--- config.mk ---
export PLATFORM = sky130hd
export DESIGN_NAME = cdb_multi
export DESIGN_NICKNAME = d
export VERILOG_FILES = /design/src/rtl/cdb_multi.sv
export SDC_FILE = /design/constraint.sdc
export NUM_CORES = 2
export LEC_CHECK = 0
export CAP_MARGIN = 20
export CORE_MARGIN = 2
export CORE_UTILIZATION = 52
export CTS_CLUSTER_DIAMETER = 150
export DETAILED_ROUTE_END_ITERATION = 16
export PLACE_DENSITY_LB_ADDON = 0.12
export SLEW_MARGIN = 20
export SYNTH_ARGS = -nofsm -noshare
export SYNTH_HDL_FRONTEND = slang
export SYNTH_SLANG_ARGS = --single-unit
--- constraint.sdc ---
create_clock -name clk -period 25.6 [get_ports clk]
set_input_delay 6.4 -clock clk [delete_from_list [all_inputs] [get_ports clk]]
set_output_delay 6.4 -clock clk [all_outputs]
set_load 0.05 [all_outputs]
--- src/rtl/cdb_multi.sv ---
// Multi-lane registered common data bus. In-order ROB commits are buffered in a FIFO.
// Up to NCH entries per cycle are decoded and broadcast to the RS, regfile, LSB, predictor and IF.
module cdb_multi #(
  parameter int NCH   = 2,
  parameter int TAG_W = 4,
  parameter int DEPTH = 8,
  parameter int XLEN  = 32
) (
  input  logic                 clk,
  input  logic                 rst,
  input  logic                 rdy,
  input  logic [NCH-1:0]       commit_valid,
  input  logic [NCH*XLEN-1:0]  commit_value,
  input  logic [NCH*TAG_W-1:0] commit_rename,
  input  logic [NCH*5-1:0]     commit_dest,
  input  logic [NCH*2-1:0]     commit_kind,
  input  logic [NCH*XLEN-1:0]  commit_next_pc,
  output logic                 commit_ready,
  input  logic                 cdb_flush,
  input  logic                 bcast_stall,
  output logic [NCH-1:0]       rs_update_flag,
  output logic [NCH*TAG_W-1:0] rs_commit_rename,
  output logic [NCH*XLEN-1:0]  rs_value,
  output logic [NCH-1:0]       register_update_flag,
  output logic [NCH*5-1:0]     register_commit_dest,
  output logic [NCH*XLEN-1:0]  register_value,
  output logic [NCH*TAG_W-1:0] rename_sent_to_register,
  output logic [NCH-1:0]       lsb_update_flag,
  output logic [NCH*TAG_W-1:0] lsb_commit_rename,
  output logic [NCH-1:0]       branch_commit,
  output logic [NCH-1:0]       branch_jump,
  output logic [NCH-1:0]       jalr_commit,
  output logic [NCH*XLEN-1:0]  jalr_addr
);
  localparam int AW = $clog2(DEPTH);
  localparam int CW = $clog2(DEPTH + 1);
  localparam logic [1:0] K_ALU = 2'd0, K_STORE = 2'd1, K_BRANCH = 2'd2, K_JALR = 2'd3;

  logic [XLEN-1:0]  mem_value   [DEPTH];
  logic [XLEN-1:0]  mem_next_pc [DEPTH];
  logic [TAG_W-1:0] mem_rename  [DEPTH];
  logic [4:0]       mem_dest    [DEPTH];
  logic [1:0]       mem_kind    [DEPTH];

  logic [AW-1:0] head, tail;
  logic [CW-1:0] count;

  logic          push_en, pop_en;
  logic [CW-1:0] offs [NCH];
  logic [CW-1:0] n_valid, n_push, n_avail, n_pop;

  logic [NCH-1:0]   vld_p0;
  logic [XLEN-1:0]  value_p0   [NCH];
  logic [XLEN-1:0]  next_pc_p0 [NCH];
  logic [TAG_W-1:0] rename_p0  [NCH];
  logic [4:0]       dest_p0    [NCH];
  logic [1:0]       kind_p0    [NCH];

  assign commit_ready = rdy && !cdb_flush && ((CW'(DEPTH) - count) >= CW'(NCH));
  assign push_en      = commit_ready;
  assign pop_en       = rdy && !cdb_flush && !bcast_stall;

  // Each valid lane's rank among valid lanes gives its compacted tail offset.
  always_comb begin
    n_valid = '0;
    for (int i = 0; i < NCH; i++) begin
      offs[i] = n_valid;
      if (commit_valid[i]) n_valid = n_valid + CW'(1);
    end
  end

  assign n_push  = push_en ? n_valid : '0;
  assign n_avail = count + n_push;
  assign n_pop   = !pop_en ? '0 : ((n_avail > CW'(NCH)) ? CW'(NCH) : n_avail);

  // Stored entries go first; incoming entries fill the remaining lanes (bypass).
  always_comb begin
    for (int j = 0; j < NCH; j++) begin
      vld_p0[j]     = 1'b0;
      value_p0[j]   = '0;
      next_pc_p0[j] = '0;
      rename_p0[j]  = '0;
      dest_p0[j]    = '0;
      kind_p0[j]    = '0;
      if (CW'(j) < n_pop) begin
        vld_p0[j] = 1'b1;
        if (CW'(j) < count) begin
          value_p0[j]   = mem_value[head + AW'(j)];
          next_pc_p0[j] = mem_next_pc[head + AW'(j)];
          rename_p0[j]  = mem_rename[head + AW'(j)];
          dest_p0[j]    = mem_dest[head + AW'(j)];
          kind_p0[j]    = mem_kind[head + AW'(j)];
        end else begin
          for (int i = 0; i < NCH; i++) begin
            if (commit_valid[i] && (offs[i] == (CW'(j) - count))) begin
              value_p0[j]   = commit_value[i*XLEN +: XLEN];
              next_pc_p0[j] = commit_next_pc[i*XLEN +: XLEN];
              rename_p0[j]  = commit_rename[i*TAG_W +: TAG_W];
              dest_p0[j]    = commit_dest[i*5 +: 5];
              kind_p0[j]    = commit_kind[i*2 +: 2];
            end
          end
        end
      end
    end
  end

  always_ff @(posedge clk) begin
    if (!rst && push_en) begin
      for (int i = 0; i < NCH; i++) begin
        if (commit_valid[i]) begin
          mem_value[tail + offs[i][AW-1:0]]   <= commit_value[i*XLEN +: XLEN];
          mem_next_pc[tail + offs[i][AW-1:0]] <= commit_next_pc[i*XLEN +: XLEN];
          mem_rename[tail + offs[i][AW-1:0]]  <= commit_rename[i*TAG_W +: TAG_W];
          mem_dest[tail + offs[i][AW-1:0]]    <= commit_dest[i*5 +: 5];
          mem_kind[tail + offs[i][AW-1:0]]    <= commit_kind[i*2 +: 2];
        end
      end
    end
  end

  // ---- stage p0 -> registered broadcast outputs ----
  always_ff @(posedge clk) begin
    if (rst) begin
      head                    <= '0;
      tail                    <= '0;
      count                   <= '0;
      rs_update_flag          <= '0;
      rs_commit_rename        <= '0;
      rs_value                <= '0;
      register_update_flag    <= '0;
      register_commit_dest    <= '0;
      register_value          <= '0;
      rename_sent_to_register <= '0;
      lsb_update_flag         <= '0;
      lsb_commit_rename       <= '0;
      branch_commit           <= '0;
      branch_jump             <= '0;
      jalr_commit             <= '0;
      jalr_addr               <= '0;
    end else if (cdb_flush) begin
      head                 <= '0;
      tail                 <= '0;
      count                <= '0;
      rs_update_flag       <= '0;
      register_update_flag <= '0;
      lsb_update_flag      <= '0;
      branch_commit        <= '0;
      branch_jump          <= '0;
      jalr_commit          <= '0;
    end else if (rdy) begin
      head  <= head + n_pop[AW-1:0];
      tail  <= tail + n_push[AW-1:0];
      count <= count + n_push - n_pop;
      for (int j = 0; j < NCH; j++) begin
        rs_update_flag[j]       <= vld_p0[j] && (kind_p0[j] == K_ALU);
        register_update_flag[j] <= vld_p0[j] && ((kind_p0[j] == K_ALU) || (kind_p0[j] == K_JALR))
                                   && (dest_p0[j] != 5'd0);
        lsb_update_flag[j]      <= vld_p0[j] && ((kind_p0[j] == K_ALU) || (kind_p0[j] == K_STORE));
        branch_commit[j]        <= vld_p0[j] && (kind_p0[j] == K_BRANCH);
        branch_jump[j]          <= vld_p0[j] && (kind_p0[j] == K_BRANCH) && value_p0[j][0];
        jalr_commit[j]          <= vld_p0[j] && (kind_p0[j] == K_JALR);
        if (vld_p0[j]) begin
          rs_commit_rename[j*TAG_W +: TAG_W]        <= rename_p0[j];
          rs_value[j*XLEN +: XLEN]                  <= value_p0[j];
          register_commit_dest[j*5 +: 5]            <= dest_p0[j];
          register_value[j*XLEN +: XLEN]            <= (kind_p0[j] == K_JALR) ? next_pc_p0[j] : value_p0[j];
          rename_sent_to_register[j*TAG_W +: TAG_W] <= rename_p0[j];
          lsb_commit_rename[j*TAG_W +: TAG_W]       <= rename_p0[j];
          jalr_addr[j*XLEN +: XLEN]                 <= value_p0[j];
        end
      end
    end
  end
endmodule

After elaboration in Yosys (flattened, before gate mapping)
Memories as Yosys holds them, arrays and structs flattened. A register that Yosys moved wholly into a read port is not among the register bits.
Cells that the tools add are included.
{"block": "totals", "regBits": 168, "ram_bits": 600, "inputBits": 157, "n_memories": 5}
{"block": "classes", "addsub": 10, "magnitude_cmp": 6, "eq_ne": 8, "muxes": 65, "bitwise_logic": 1, "n_reduce_logical": 38}
{"memory": "mem_next_pc", "words": 8, "word_bits": 32, "read_ports": 2, "rd_clocked_by_memory_dff": 1, "write_ports": 2, "line": "40", "source": "logic [XLEN-1:0] mem_next_pc [DEPTH];"}
{"memory": "mem_value", "words": 8, "word_bits": 32, "read_ports": 2, "rd_clocked_by_memory_dff": 1, "write_ports": 2, "line": "39", "source": "logic [XLEN-1:0] mem_value [DEPTH];"}
{"memory": "mem_dest", "words": 8, "word_bits": 5, "read_ports": 2, "rd_clocked_by_memory_dff": 1, "write_ports": 2, "line": "42", "source": "logic [4:0] mem_dest [DEPTH];"}
{"memory": "mem_rename", "words": 8, "word_bits": 4, "read_ports": 2, "rd_clocked_by_memory_dff": 1, "write_ports": 2, "line": "41", "source": "logic [TAG_W-1:0] mem_rename [DEPTH];"}
{"memory": "mem_kind", "words": 8, "word_bits": 2, "read_ports": 2, "rd_clocked_by_memory_dff": 1, "write_ports": 2, "line": "43", "source": "logic [1:0] mem_kind [DEPTH];"}
{"operator": "$mux 32", "n": 18}
{"operator": "$mux 4", "n": 12}
{"operator": "$mux 5", "n": 8}
{"operator": "$mux 3", "n": 10}
{"operator": "$logic_and 1x1->1", "n": 22}
{"operator": "$lt 1x4->1 const A", "n": 4}
{"operator": "$mux 2", "n": 8}
{"operator": "$reduce_bool 5->1", "n": 2}
{"operator": "$add 3x3->3", "n": 3}
{"operator": "$mux 1", "n": 9}
{"operator": "$eq 2x2->1 const B", "n": 4}
{"operator": "$eq 4x4->1", "n": 2}
{"operator": "$logic_not 4->1", "n": 2}
{"operator": "$sub 1x4->4 const A", "n": 2}
{"operator": "$reduce_and 3->1", "n": 2}
{"operator": "$add 4x1->4 const B", "n": 1}
{"operator": "$add 4x4->4", "n": 1}
{"operator": "$eq 2x1->1 const B", "n": 2}
{"operator": "$ge 4x2->1 const B", "n": 1}
{"operator": "$gt 4x2->1 const B", "n": 1}
{"operator": "$logic_not 2->1", "n": 2}
{"operator": "$logic_or 1x1->1", "n": 4}
{"operator": "$sub 4x4->4", "n": 1}
{"operator": "$sub 4x4->4 const A", "n": 1}
{"operator": "other kinds (4)", "n": 6}

Depth between registers and ports, before layout
{"block": "logic_depth", "word_depth": 14, "ltp_mapped": 24, "ltp_nobuf": 20}

Worst setup path before layout
OpenSTA, ideal clock, no wires.
{"block": "synth_path", "path_type": "input port to flip-flop", "startpoint": "in rdy", "endpoint": "mem mem_dest[1][0], enable pin", "setup_ns": 0.619, "t_arrival_ns": 12.894, "slack_ns": 12.087, "path_stages": 4, "path_buffers": 0, "cell_sequence": "inv_2 a211oi_4 nand4_1 o31ai_1"}
{"item": "start, declared", "line": "11", "source": "input logic rdy,"}
{"item": "end, declared", "line": "42"}

Worst setup path in the final report
{"block": "layout_path", "startpoint": "in rdy", "endpoint": "out commit_ready"}
{"block": "layout_via", "elab_chain_len": 2}
{"item": "$logic_and 1x1->1 (2 in series)", "line": "59", "source": "assign commit_ready = rdy && !cdb_flush && ((CW'(DEPTH) - count) >= CW'(NCH));"}
{"item": "end, declared", "line": "18", "source": "output logic commit_ready,"}
No other way between the ends.

==> key figures <==
Pwr
  – Max rail drop VDD: 0.0607 mV
  – Power per cell area: around 59 mW/mm^2
  – Sw power: between 0.0008 and 0.0009 W
  – Net Sw Frac: a little over a quarter
  – Combinational share of power: 13.8%
  – Seq pwr share: between 40% and 50%
  – Pint: about 0.0022 W
  – Power Total: 0.00306 W
  – Clk pwr share: around two fifths
  – Leak: approximately 17 nW

Detailed routing
  – Router iterations before antenna repair: 7
  – Routed Antenna Nets: 0
  – Routed WL: ~170000 um
  – Drt initial violations: roughly 5000
  – Post-route DRC violation count: 0
  – WL/cell: between 30 and 40 um
  – Vias: between 30000 and 40000
  – Vias per cell: ~7.1

Timing
  – Period utilisation layout: about three fifths
  – Slew margin rel.: between 10% and 20%
  – Setup Viol. Count Final: 0
  – Setup TNS: 0 ns
  – Clk_skew: 0.0218 ns
  – F_max: about 0.065 GHz
  – Worst-Margin Slew: roughly 1.2 ns
  – RSZ-0062 raised after global routing: no
  – Max-slew violations: 0
  – Final setup margin: approximately 10 ns
  – Fin crit period: approximately 15 ns
  – Final hold violations: 0

Global route
  – Largest net degree at the start of global routing: 127
  – GRT overflow: 0
  – Global-route wire length before repair: ~240000 um
  – Vias in the first global route: ~34000
  – Gr usage total: 37.1%
  – Initial antenna violation count: 22

Critical path
  – WP data arrival: ~9.1 ns
  – Max stage delay on crit path: 0.96 ns
  – Reg2reg path depth: 21
  – Buffers & Inverters on Critical Path: 3
  – CP Capture Type: output port
  – Startpoint types: input port
  – Worst-path cell chain: clkdlybuf4s50_1 -> inv_2 -> a211oi_4 -> clkdlybuf4s50_1
  – Critical path peak fanout: 18
  – Crit-path leading delay family: buffers and inverters
  – Register-to-Register Setup Slack: 19.09 ns
  – WP data required: between 15 and 20 ns
  – Worst Setup Path Type: in -> out
  – Slowest cell on the critical path: clkdlybuf4s50_1
  – Most used cell, CP: clkdlybuf4s50_1
  – Reg-to-Reg End: register_value[63]$_SDFFE_PP0P_
  – R2R Path Start: count[1]$_SDFFE_PP0P_

Finish
  – Commonest non-fill, non-tap cell in the layout: edfxtp_1
  – # nets final: roughly 3800
  – Design area: between 0.05 and 0.06 sq mm
  – Post-Route Utilization: just under 60%
  – Layout cells sized above 1: between 20% and 30%
  – Most frequent cells in the layout: edfxtp_1, mux2_2, clkdlybuf4s50_1
  – Synthesis-to-layout area growth: 13.5%

Hold path
  – HP Start: register_value[10]$_SDFFE_PP0P_
  – Hold EP: register_value[10]$_SDFFE_PP0P_
  – Worst hold path class: reg -> reg
  – WHS Path Cells: 1

Flow run
  – Max-Cap Viols: 0

Synth
  – Post-synth EDFFs: 600
  – Synthesized instance count: 3577
  – Main synth FF type: edfxtp_1
  – Post-Syn Nets: 3762
  – Mean Syn Cell Area: 12.9 sq um
  – Async SR Flop Fraction: 0%
  – Count of different cell masters after synthesis: 65
  – Register area share after synthesis: 46.5%
  – Synth Register Bits: between 700 and 800
  – Syn Std Cell Area: about 0.046 sq mm
  – YS warnings: 0

Placement
  – DP Wirelength: roughly 100000 um
  – Post-place instance area: approximately 0.049 sq mm
  – Port buffer count: between 300 and 400
  – Dpl ws: between 10 and 15 ns
  – Routability cong.: roughly 0.90

CTS
  – Root Buffer: clkbuf_16
  – TritonCTS Sinks: ~770
  – CTS Buffer Depth: 3
  – Post-CTS setup buffers: 0
  – CTS tree: yes
  – Hold buffer count at CTS: 0
  – Number of gates resized after cts: 0
  – Clock Pin Slew Worst Setup and Hold Paths: ~0.060 ns
  – Clk_lat worst skew: between 0.6 and 0.7 ns
  – H-tree Lvls: 3
  – TritonCTS buffer count: 87

Outcome
  – Status: finished, final reports clean

Die
  – Site row count: roughly 110
  – Starting density of the core: between 50% and 60%
  – Die X: slightly above 300 um
  – Core ar.: between 0.08 and 0.09 sq mm
  – Die area: between 0.09 and 0.1 sq mm
  – Die H: 302 um
  – IO Count: slightly below 400
[flip-flops by register name, summed over array words and instances (netlist names), 10 cells and up, named ones only]
name,count
mem_dest,40
register_value,64
jalr_addr,32
mem_next_pc,256
mem_rename,32
mem_kind,16
rs_value,32
register_commit_dest,10
mem_value,256
[cells by family (layout without fill, tap and decap cells)]
group / count (synthesis) / after routing / share of synthesized area (%)
multiplexers: 1069 / 1069 / 32.0
flip-flops: 771 / 771 / 46.5
AND/OR/NAND/NOR: 640 / 640 / 6.60
buffers and inverters: 551 / 645 / 6.46
AO/OA/AOI/OAI: 505 / 505 / 7.34
adder cells (fa/ha/maj): 28 / 28 / 0.826
XOR/XNOR: 12 / 12 / 0.228
other: 1 / 21 / 0.00814
[how the worst max path moves through the flow]
stage                                    end  slack (ns)  from  depth (start not counted)
finish                          commit_ready       10.11   rdy                          4
global route                    commit_ready       10.01   rdy                          4
CTS                             commit_ready       10.16   rdy                          4
detailed placement              commit_ready       10.16   rdy                          4
global placement                commit_ready       10.22   rdy                          4
floorplan           mem_dest[1][0]$_DFFE_PP_       12.09   rdy                          4
[area by class of cell]
| type | count | area [sq um] |
|---|---|---|
| Timing Repair Buffer | 463 | 4490 |
| Multi-Input combinational cell | 2255 | 21900 |
| Fill cell | 6983 | 35800 |
| Tap cell | 1165 | 1460 |
| Antenna cell | 20 | 50.0 |
| Clock inverter | 39 | 300 |
| Clock buffer | 124 | 2530 |
| Sequential cell | 771 | 21500 |
| Inverter | 19 | 73.8 |
[Yosys cell counts, types with 17 or more instances]
master	instances	share of area [%]
a21oi_1	173	1.9
nor3_1	66	0.72
mux2_1	156	3.8
o221ai_1	35	0.67
inv_1	17	0.14
a221oi_1	18	0.34
a211oi_1	67	1.1
clkbuf_1	169	1.4
o21ai_0	51	0.55
o22ai_1	34	0.46
buf_6	24	0.59
buf_4	105	1.7
edfxtp_1	600	39
a32o_1	29	0.63
nand2_1	162	1.3
dfxtp_1	171	7.4
nand3_1	88	0.96
nor2b_1	17	0.23
nor2_1	157	1.3
nand2b_1	32	0.43
and3_1	91	1.2
mux2_2	452	11
ha_1	24	0.65
mux2i_1	199	4.3
a22oi_1	41	0.67
clkbuf_2	63	0.68
buf_1	72	0.59
buf_2	87	0.95
mux4_2	262	13
[layer usage]
metal	part of all wire (%)	GRT usage [%]	vias to the layer above
met3	15	12.0	441
met5	0.020	0.265	-
li1	-	-	13837
met2	44	54.7	2718
met4	3.8	15.6	6
met1	37	50.6	17465
[metrics by stage]
step	std cells	hold WS, ns
after global routing	4852	0.499
after global placement	4672	0.465
after floorplan	3577	0.482
final	4856	0.476
after detailed placement	4672	0.469
after CTS	4835	0.483
[power groups by stage]
stage | Clock (W) | Sequential [W] | Combinational, W
floorplan | 0 | 0.00143 | 0.000229
global placement | 0 | 0.00140 | 0.000397
detailed placement | 0 | 0.00140 | 0.000403
CTS | 0.00126 | 0.00138 | 0.000405
global route | 0.00131 | 0.00138 | 0.000434
finish | 0.00126 | 0.00138 | 0.000421
Note: power is estimated with default switching activity, not from simulation.
